===== src/rtl/jff_pkg.sv =====
// Shared mode encodings and per-channel next-state function for the flip-flop bank.
`default_nettype none

package jff_pkg;

  localparam logic [1:0] MODE_SR = 2'd0;
  localparam logic [1:0] MODE_JK = 2'd1;
  localparam logic [1:0] MODE_D  = 2'd2;
  localparam logic [1:0] MODE_T  = 2'd3;

  // Returns {illegal, q_next}; SR 11 holds q and raises illegal instead of going unknown.
  function automatic logic [1:0] next_q(input logic [1:0] mode, input logic a,
                                        input logic b, input logic q);
    logic [1:0] r;
    r = {1'b0, q};
    case (mode)
      MODE_SR: begin
        case ({a, b})
          2'b01:   r = 2'b00;
          2'b10:   r = 2'b01;
          2'b11:   r = {1'b1, q};
          default: r = {1'b0, q};
        endcase
      end
      MODE_JK: begin
        case ({a, b})
          2'b01:   r = 2'b00;
          2'b10:   r = 2'b01;
          2'b11:   r = {1'b0, ~q};
          default: r = {1'b0, q};
        endcase
      end
      MODE_D:  r = {1'b0, a};
      default: r = {1'b0, q ^ a};
    endcase
    return r;
  endfunction

endpackage

`default_nettype wire


===== src/rtl/jffcell.sv =====
// One flip-flop channel: state bit, registered illegal flag and mode-selected next-state logic.
`default_nettype none

module jffcell
  import jff_pkg::*;
#(
  parameter logic RESET_VAL = 1'b0
) (
  input  logic       clk,
  input  logic       rst,
  input  logic       en,
  input  logic [1:0] mode,
  input  logic       a,
  input  logic       b,
  output logic       q,
  output logic       illegal,
  output logic       illegal_nxt
);

  logic [1:0] nxt;

  assign nxt         = next_q(mode, a, b, q);
  assign illegal_nxt = en & nxt[1];

  always_ff @(posedge clk) begin
    if (rst) begin
      q       <= RESET_VAL;
      illegal <= 1'b0;
    end else begin
      illegal <= illegal_nxt;
      if (en) q <= nxt[0];
    end
  end

endmodule

`default_nettype wire


===== src/rtl/jflipflop_bank.sv =====
// WIDTH-channel SR/JK/D/T flip-flop bank with illegal-input flags.
// Define JFF_ILLEGAL_CNT_EN to build the saturating illegal-event counter.
`default_nettype none

module jflipflop_bank
  import jff_pkg::*;
#(
  parameter int                 WIDTH     = 4,
  parameter logic [WIDTH-1:0]   RESET_VAL = {WIDTH{1'b0}},
  parameter int                 CNT_W     = 8
) (
  input  logic                 clk,
  input  logic                 rst,
  input  logic                 en,
  input  logic [1:0]           mode,
  input  logic [2*WIDTH-1:0]   ctl,
  input  logic                 clr_cnt,
  output logic [WIDTH-1:0]     q,
  output logic [WIDTH-1:0]     qbar,
  output logic [WIDTH-1:0]     illegal,
  output logic [CNT_W-1:0]     illegal_cnt
);

  logic [WIDTH-1:0] illegal_nxt;

  assign qbar = ~q;

  for (genvar i = 0; i < WIDTH; i++) begin : g_cell
    jffcell #(
      .RESET_VAL (RESET_VAL[i])
    ) u_cell (
      .clk         (clk),
      .rst         (rst),
      .en          (en),
      .mode        (mode),
      .a           (ctl[2*i+1]),
      .b           (ctl[2*i]),
      .q           (q[i]),
      .illegal     (illegal[i]),
      .illegal_nxt (illegal_nxt[i])
    );
  end

`ifdef JFF_ILLEGAL_CNT_EN
  logic [CNT_W-1:0] cnt;

  always_ff @(posedge clk) begin
    if (rst || clr_cnt) begin
      cnt <= '0;
    end else if ((|illegal_nxt) && (cnt != {CNT_W{1'b1}})) begin
      cnt <= cnt + 1'b1;
    end
  end

  assign illegal_cnt = cnt;
`else
  logic unused_cnt_inputs;

  assign unused_cnt_inputs = clr_cnt;
  assign illegal_cnt       = '0;
`endif

endmodule

`default_nettype wire

===== config.mk =====
export PLATFORM = sky130hd
export DESIGN_NAME = jflipflop_bank
export DESIGN_NICKNAME = d
export VERILOG_FILES = /design/src/rtl/jff_pkg.sv /design/src/rtl/jffcell.sv /design/src/rtl/jflipflop_bank.sv
export SDC_FILE = /design/constraint.sdc
export NUM_CORES = 1
export LEC_CHECK = 0
export CORE_MARGIN = 4
export CORE_UTILIZATION = 43
export CTS_BUF_LIST = sky130_fd_sc_hd__clkbuf_4 sky130_fd_sc_hd__clkbuf_8
export DETAILED_ROUTE_END_ITERATION = 8
export GPL_TIMING_DRIVEN = 0
export HOLD_SLACK_MARGIN = 0.05
export PLACE_DENSITY = 0.95
export SYNTH_ARGS = -nofsm -noshare
export SYNTH_HDL_FRONTEND = slang
export SYNTH_SLANG_ARGS = --single-unit

===== constraint.sdc =====
create_clock -name clk -period 2.2 [get_ports clk]
set_input_delay 0.44 -clock clk [delete_from_list [all_inputs] [get_ports clk]]
set_output_delay 0.44 -clock clk [all_outputs]
set_load 0.05 [all_outputs]

==> flow_metrics.py, run 1 <==
metrics = {
    "clock_network": {
        "numCtsBuffers": 3,
        "cts_tree": "built",
        "post_cts_resize_count": 0,
        "max-clock-path-buffers": 2,
        "cts.reportedPaths.clkPinSlew_ns": 0.05,
        "clock_tree.root_cell": "clkbuf_4",
        "htree_levels": 1,
        "clkLatencyLatePin_ns": 0.24,
        "clock-sinks": 8,
        "post_cts_buffers": 0,
        "cts_hold_buf": 0,
    },
    "timing": {
        "maxSlewViolCount": 0,
        "rsz0062_at_grt": "no",
        "fin_setup_tns_ns": 0,
        "fin_crit_sh_pct": 89.6,
        "worstMarginPinSlew_ns": 0.500,
        "finalSetupViolations": 0,
        "fin_worst_skew_ns": 0,
        "final_hold_viol_count": 0,
        "timing.final.crit_period_ns": 1.97,
        "timing.final.ws_setup_ns": 0.230,
        "slew_headroom_pct": 66.5,
        "max_fclk_mhz": 507,
    },
    "floorplan": {
        "chipHeight_um": 47.0,
        "placementRows": 13,
        "fp.dieArea_um2": 2210,
        "floorplan.die.width_um": 47.0,
        "start_util_pct": 47.9,
        "num_io_pins": 34,
        "placeableCoreArea_um2": 1370,
    },
    "worst_setup_path": {
        "critical_path.n_buffers_inverters": 2,
        "reg2reg_from": "g_cell[3].u_cell.q",
        "reg2reg_depth": 4,
        "critPathTopFamily": "buffers and inverters",
        "setup.worst_path.end": "q[1]",
        "critPathMaxFanout": 4,
        "startpoint": "g_cell[1].u_cell.q",
        "crit_path_end_kind": "primary output",
        "type_of_element_launching_the_critical_path": "flop",
        "cp_slowest_stage_delay_ns": 0.79,
        "r2r_setup_slack_ns": 1.18,
        "worst_ep_required_time_ns": 1.76,
        "critical_path_cell_count": 2,
        "cp.arrival_ns": 1.53,
        "cp_slowest_cell": "clkdlybuf4s50_1",
        "criticalPathCategory": "flop to primary output",
        "rr_endpoint": "g_cell[3].u_cell.q",
        "timing.critical_path.cells": "buf_4 > clkdlybuf4s50_1",
    },
    "pwr": {
        "seqPwrFrac_pct": 33.7,
        "switching_share_pct": 37.0,
        "worst_ir_drop_vdd_mv": 0.266,
        "leakagePower_nw": 0.430,
        "switchingPower_w": 0.000173,
        "power-per-cell-area_nw_per_um2": 486,
        "power.share.combinational_pct": 43.4,
        "clock_power_share_pct": 22.9,
        "cellInternalPower_w": 0.000295,
    },
    "detailed_routing": {
        "drt-wirelength-per-cell_um": 11.4,
        "antenna_left": 0,
        "vias_per_cell": 4.98,
        "drt_first_iter_violations": 7,
        "routed_wirelength_um": 1520,
        "vias": 662,
        "post-route-drc-count": 0,
        "detail_route.first_pass.iterations": 4,
    },
    "grt": {
        "grtUsageTotal_pct": 15.0,
        "global_route.overflow_total": 0,
        "grt_antenna_before_repair": 0,
        "grt_max_degree": 11,
        "first_global_vias": 603,
        "grt_first_pass_wirelength_um": 2360,
    },
    "synthesis": {
        "postSynthAreaPerCell_um2": 7.79,
        "synthesis.instances": 84,
        "synth.top_cells.by_count": "16 x buf_4, 10 x nor2_1, 8 x dfxtp_1",
        "synth-edff-count": 0,
        "synth.ff_latch_count": 8,
        "synthDistinctLibCells": 28,
        "synth_largest_type_area_fraction_pct": 24.5,
        "synth_async_sr_flop_share_pct": 0,
        "synth.top_cells.by_area": "dfxtp_1 24%, buf_4 18%, ha_1 7.6%, nor2_1 5.7%, inv_1 4.0%",
        "synthesis.area_um2": 654,
        "yosys_warnings": 0,
        "ys_seq_area_share_pct": 24.5,
        "synth.most_common_cell": "buf_4",
        "synth_top_area_cell": "dfxtp_1",
        "ys_flop_type": "dfxtp_1",
    },
    "final_layout": {
        "area_growth_pct": 47.0,
        "final_core_utilization_pct": 70.4,
        "finish.net_count": 138,
        "post_route_cells_drive_above_1_share_pct": 19.5,
        "diodes": 0,
    },
    "place": {
        "gp_routability_congestion": 0.770,
        "numPortBuffers": 24,
        "place_hpwl_um": 1280,
        "pre_cts_ws_ns": 0.0633,
    },
    "run": {
        "cap_violations": 0,
    },
    "worst_hold_path": {
        "worstHoldPathType": "flop to flop",
    },
    "outcome": {
        "status": "finished, final reports clean",
    },
}
[cell families (layout without fill, tap and decap cells)]
kind of cell / Yosys count / in the layout / synth area share, %
AO/OA/AOI/OAI: 20 / 20 / 22.4
multiplexers: 1 / 1 / 1.72
AND/OR/NAND/NOR: 25 / 25 / 19.3
other: 1 / 8 / 0.573
buffers and inverters: 25 / 52 / 23.9
adder cells (fa/ha/maj): 4 / 4 / 7.65
flip-flops: 8 / 8 / 24.5
[flip-flops by register name, indices dropped and copies added, names as in the netlist]
name,cells
g_cell.u_cell.q,4
g_cell.u_cell.illegal,4
[how the worst min path moves through the flow]
stage	startpoint	endpoint	slack (ns)	depth (start not counted)
finish	g_cell[3].u_cell.q	g_cell[3].u_cell.q	0.50	2
global route	g_cell[3].u_cell.q	g_cell[3].u_cell.q	0.53	2
CTS	g_cell[3].u_cell.q	g_cell[3].u_cell.q	0.50	2
detailed placement	g_cell[3].u_cell.q	g_cell[3].u_cell.q	0.49	2
global placement	g_cell[3].u_cell.q	g_cell[3].u_cell.q	0.50	2
floorplan	g_cell[0].u_cell.q	g_cell[0].u_cell.q	0.50	2
[layout by cell type (no fill, tap or decap), drive strengths merged]
cell type,count
a211oi,2
a21boi,1
a21oi,2
a221oi,2
a311o,1
and2,1
buf,18
clkbuf,3
clkdlybuf4s50,24
conb,8
dfxtp,8
ha,4
inv,7
mux2,1
nand2,6
nand2b,1
nand3b,1
nand4b,2
nor2,10
nor3b,1
o21ai,7
o21ba,3
o221ai,1
o31ai,1
or2,1
or3,1
or3b,1
[layer usage]
metal,track usage (%),routed length [µm]
met3,3.45,164
met5,0,0
met2,28.7,775
met1,15.1,578
met4,6.63,0
[stage by stage]
stage | cell area [µm²] | hold slack (ns) | cells | power, W
floorplan | 681 | 0.499 | 91 | 0.000298
global placement | 940 | 0.499 | 130 | 0.000357
detailed placement | 940 | 0.491 | 130 | 0.000362
CTS | 962 | 0.498 | 133 | 0.000472
global route | 962 | 0.533 | 133 | 0.000492
finish | 962 | 0.498 | 133 | 0.000467
[worst reg2reg max path, cell delays in order, from the launching register on]
cell and delay [ns]:
dfxtp_1 0.34, nand2_1 0.08, nor3b_1 0.22, a211oi_1 0.09
a211oi_1 0.20
[power by group through the flow]
| stage | Clock, W | Sequential (W) | Combinational [W] |
|---|---|---|---|
| after detailed placement | 0 | 0.000161 | 0.000201 |
| final | 0.000107 | 0.000157 | 0.000203 |
| after global routing | 0.000119 | 0.000158 | 0.000215 |
| after CTS | 0.000112 | 0.000157 | 0.000202 |
| after floorplan | 0 | 0.000159 | 0.000139 |
| after global placement | 0 | 0.000160 | 0.000197 |
[cell type report]
type                    count  area, µm²
clock buffers               3       22.5
well taps                  15       18.8
fillers                   111        404
multi-input cells          58        364
inverters                   7       26.3
flip-flops and latches      8        160
repair buffers             24        240
plain buffers              18        130
Note: power is estimated with default switching activity, not from simulation.
==> inputs of run 2 (changes only) <==
Settings changed: RECOVER_POWER from default to 50.
==> run 2 against run 1 <==
Net effect: clock power about the same; combinational power barely moved; critical path depth did not move; total power fell by 0.20%; core utilization is 0.091 points lower; die area is the same; first-iteration DRC count is the same; highest routed layer is now met4.
==> flow_metrics.py, run 2 (synthesized netlist as in run 1, its figures left out) <==
metrics = {
    "pwr": {
        "seqPwrFrac_pct": 33.8,
        "power.total_w": 0.000466,
        "power-per-cell-area_nw_per_um2": 485,
        "clock_power_share_pct": 22.9,
        "power.share.combinational_pct": 43.3,
        "switching_share_pct": 37.0,
        "switchingPower_w": 0.000173,
        "leakagePower_nw": 0.437,
        "worst_ir_drop_vdd_mv": 0.266,
        "cellInternalPower_w": 0.000294,
    },
    "timing": {
        "max_fclk_mhz": 507,
        "slew_headroom_pct": 66.4,
        "worst_hold_slack_ns": 0.498,
        "finalSetupViolations": 0,
        "fin_crit_sh_pct": 89.6,
        "timing.final.crit_period_ns": 1.97,
        "fin_setup_tns_ns": 0,
        "maxSlewViolCount": 0,
        "rsz0062_at_grt": "no",
        "worstMarginPinSlew_ns": 0.502,
        "fin_worst_skew_ns": 0,
        "final_hold_viol_count": 0,
    },
    "detailed_routing": {
        "post-route-drc-count": 0,
        "vias_per_cell": 4.98,
        "vias": 662,
        "antenna_left": 0,
        "routed_wirelength_um": 1520,
        "drt_first_iter_violations": 7,
        "drt-wirelength-per-cell_um": 11.4,
        "detail_route.first_pass.iterations": 4,
    },
    "clock_network": {
        "post_cts_buffers": 0,
        "max-clock-path-buffers": 2,
        "clkLatencyLatePin_ns": 0.24,
        "htree_levels": 1,
        "cts.reportedPaths.clkPinSlew_ns": 0.05,
        "cts_tree": "built",
        "clock_tree.root_cell": "clkbuf_4",
        "clock-sinks": 8,
        "numCtsBuffers": 3,
        "post_cts_resize_count": 0,
        "cts_hold_buf": 0,
    },
    "worst_setup_path": {
        "timing.critical_path.cells": "buf_4 > clkdlybuf4s50_1",
        "critPathMaxFanout": 4,
        "crit_path_end_kind": "primary output",
        "criticalPathCategory": "flop to primary output",
        "type_of_element_launching_the_critical_path": "flop",
        "cp.arrival_ns": 1.53,
        "cp_slowest_cell": "clkdlybuf4s50_1",
        "cp_slowest_stage_delay_ns": 0.79,
        "worst_ep_required_time_ns": 1.76,
    },
    "run": {
        "cap_violations": 0,
    },
    "final_layout": {
        "layout.cells.most_common": "clkdlybuf4s50_1",
        "instances_no_fill": 133,
        "post_route_cells_drive_above_1_share_pct": 18.6,
        "diodes": 0,
        "most-common-layout-cells": "20 x clkdlybuf4s50_1, 16 x buf_4, 10 x nor2_1, 8 x conb_1, 8 x dfxtp_1",
        "finish.net_count": 138,
        "area_growth_pct": 46.8,
        "biggestRegsByFlops": "g_cell.u_cell.illegal x4, g_cell.u_cell.q x4",
    },
    "worst_hold_path": {
        "worstHoldPathType": "flop to flop",
    },
    "grt": {
        "grt_max_degree": 11,
        "grt_antenna_before_repair": 0,
        "grtUsageTotal_pct": 15.0,
        "grt_first_pass_wirelength_um": 2360,
        "global_route.overflow_total": 0,
        "first_global_vias": 603,
    },
    "place": {
        "gp_routability_congestion": 0.770,
        "place_inst": 130,
        "numPortBuffers": 24,
        "place_hpwl_um": 1280,
    },
    "floorplan": {
        "placeableCoreArea_um2": 1370,
        "floorplan.die.width_um": 47.0,
        "num_io_pins": 34,
        "chipHeight_um": 47.0,
        "fp.dieArea_um2": 2210,
        "placementRows": 13,
        "start_util_pct": 47.9,
    },
    "outcome": {
        "status": "finished, final reports clean",
    },
}
## run 2: critical path: cells and delay by family, from the launching register on
kind | cells | cell delay [ns]
buffers and inverters | 2 | 0.91
flip-flops | 1 | 0.37
## run 2: stage by stage
| stage | setup slack, ns | instance area, µm² | utilization, % |
|---|---|---|---|
| 3_5_place_dp | 0.0633 | 940 | 68.8 |
| 6_report | 0.230 | 961 | 70.3 |
| 4_1_cts | 0.213 | 962 | 70.4 |
| 3_3_place_gp | 0.121 | 940 | 68.8 |
| 2_1_floorplan | 0.712 | 681 | - |
| 5_1_grt | 0.175 | 961 | 70.3 |
## run 2: power groups by stage
stage	Clock [W]	Combinational (W)	Sequential (W)
after global placement	0	0.000197	0.000160
after detailed placement	0	0.000201	0.000161
final	0.000107	0.000202	0.000157
after CTS	0.000112	0.000202	0.000157
after global routing	0.000119	0.000214	0.000158
after floorplan	0	0.000139	0.000159
## run 2: routing by layer
| layer | share of wire [%] | GRT usage, % | wire length (µm) |
|---|---|---|---|
| met1 | 37 | 15.1 | 562 |
| met2 | 51 | 28.7 | 767 |
| met3 | 12 | 3.45 | 175 |
| met4 | 0.66 | 6.63 | 10 |
| met5 | 0 | 0 | 0 |
## run 2: cell type report
type | count | area [µm²]
fill | 112 | 405
sequential | 8 | 160
tap | 15 | 18.8
multi-input combinational | 58 | 364
inverter | 7 | 26.3
timing repair buffer | 24 | 240
buffer | 18 | 129
clock buffer | 3 | 22.5
## run 2: final timing paths
path | start | to | cells after the start | slack, ns
worst max-delay path | g_cell[1].u_cell.q | q[1] | 2 | 0.23
worst min-delay path | g_cell[3].u_cell.q | g_cell[3].u_cell.q | 2 | 0.50
worst max register to register | g_cell[3].u_cell.q | g_cell[3].u_cell.q | 4 | 1.19
worst min register to register | g_cell[3].u_cell.q | g_cell[3].u_cell.q | 2 | 0.50
==> edit (settings of run 1) <==
Add a define of `JFF_ILLEGAL_CNT_EN`.
--- a/src/rtl/jflipflop_bank.sv
+++ b/src/rtl/jflipflop_bank.sv
@@ -1,6 +1,8 @@
 // WIDTH-channel SR/JK/D/T flip-flop bank with illegal-input flags.
 // Define JFF_ILLEGAL_CNT_EN to build the saturating illegal-event counter.
 `default_nettype none
+
+`define JFF_ILLEGAL_CNT_EN
 
 module jflipflop_bank
   import jff_pkg::*;
Check against the original RTL: not equivalent (Yosys sat finds a counterexample within 4 cycles, from zero or initial values and one cycle with rst high).
==> edit against run 1 <==
  * Cell area is 45% higher
  * Via count grew 63%
  * Sequential cell count is 8 higher
  * Synthesized area increased by 54%
  * Register-to-register slack got worse by 560 ps
  * Clock power grew 41%
  * Total power up 37%
  * Clock skew grew 2.8 ps
  * Routed wire length is 66% higher
  * Hold slack improved by 13 ps
  * Largest cell class is now multi-input combinational cells
  * Worst setup slack lost 120 ps
  * Fmax shrank 5.8%
  * Die area grew 44%
  * Critical path type is now input pin to register
==> edit: results (changes against run 1) <==
[detailed_routing]
via_cell_ratio = 5.546  ; was 4.977
detail_route.first_pass.iterations = 6  ; was 4
met2_length_um = 1278  ; was 775 um
detail_route.iter0.violations = 25  ; was 7
met3_length_um = 162  ; was 164 um
wirelength_met1_um = 1064  ; was 578 um
avgRoutedWirePerCell_um = 12.98  ; was 11.41 um
maxUsedRoutingLayer = met4  ; was met3

[finish]
filler_cell_count = 212  ; was 111
design.final.nets = 186  ; was 138
drive_above_1_share_pct = 10.24  ; was 19.49%
multi_input_area_share_pct = 41.14  ; was 37.84%
inv_count = 8  ; was 7

[yosys]
yosysUniqueCellTypes = 35  ; was 28
synth_fa_ha_area_share_pct = 4.963  ; was 7.648%
synth_top_cells_by_area = dfxtp_1 (32%), buf_4 (6.0%), o21ai_0 (5.5%)  ; was dfxtp_1 (24%), buf_4 (18%), ha_1 (7.6%)
largest_family_of_logic_cells_by_synthesized_area = simple AND/OR/NAND/NOR gates  ; was buffers and inverters
synth_compound_area_share_pct = 25.06  ; was 22.37%

[global_routing]
grt_first_pass_wirelength_um = 4064  ; was 2359 um
met2_usage_pct = 27.39  ; was 28.73%
use_met1_pct = 18.50  ; was 15.10%
grt_pass1_vias = 986  ; was 603

[worst_setup_path]
reg2reg_slack_ps = 620  ; was 1180 ps
crit_path_start = ctl[1]  ; was g_cell[1].u_cell.q
critical_path_at_ps = 2310  ; was 1530 ps

[timing]
timing.max_slew.rel_slack_pct = 65.79  ; was 66.54%

[pwr]
vdd_drop_max_uv = 390.3  ; was 266.5 uV
p_leak_nw = 0.5351  ; was 0.4296 nW
pwr.group.combinational_uw = 185  ; was 203 uW

[outcome]
run_status = finished, final reports clean  ; unchanged

[place]
gp_congestion = 0.8207  ; was 0.7696

[cts]
clk_transition_reported_paths_ps = 90  ; was 50 ps
clock-sinks = 16  ; was 8

[min_path]
whs_endpoint = illegal_cnt[5]  ; was g_cell[3].u_cell.q

==> edit: cell types whose count changed after synthesis, moves of 3 or more <==
| cell | run 1 | this run |
|---|---|---|
| a21oi_1 | 2 | 8 |
| nand2_1 | 6 | 14 |
| a31oi_1 | 0 | 4 |
| buf_4 | 16 | 8 |
| nand3_1 | 0 | 5 |
| or4_1 | 0 | 3 |
| o21ai_0 | 5 | 11 |
| clkbuf_1 | 0 | 3 |
| dfxtp_1 | 8 | 16 |
==> edit: per-stage QoR <==
step	std cells	setup slack [ps]	instance area [um2]	hold slack, ps
2_1_floorplan	130	415.9	1008	504.8
3_3_place_gp	191	-184.0	1374	493.4
3_5_place_dp	191	-239.6	1374	501.4
4_1_cts	194	54.58	1396	514.4
5_1_grt	194	41.49	1399	567.0
6_report	194	108.3	1399	510.5
==> edit: tightest hold or removal path: stages (launching register included) <==
cell	delay (ps)
dfxtp_1	350
nand2_1	60
mux2i_1	60
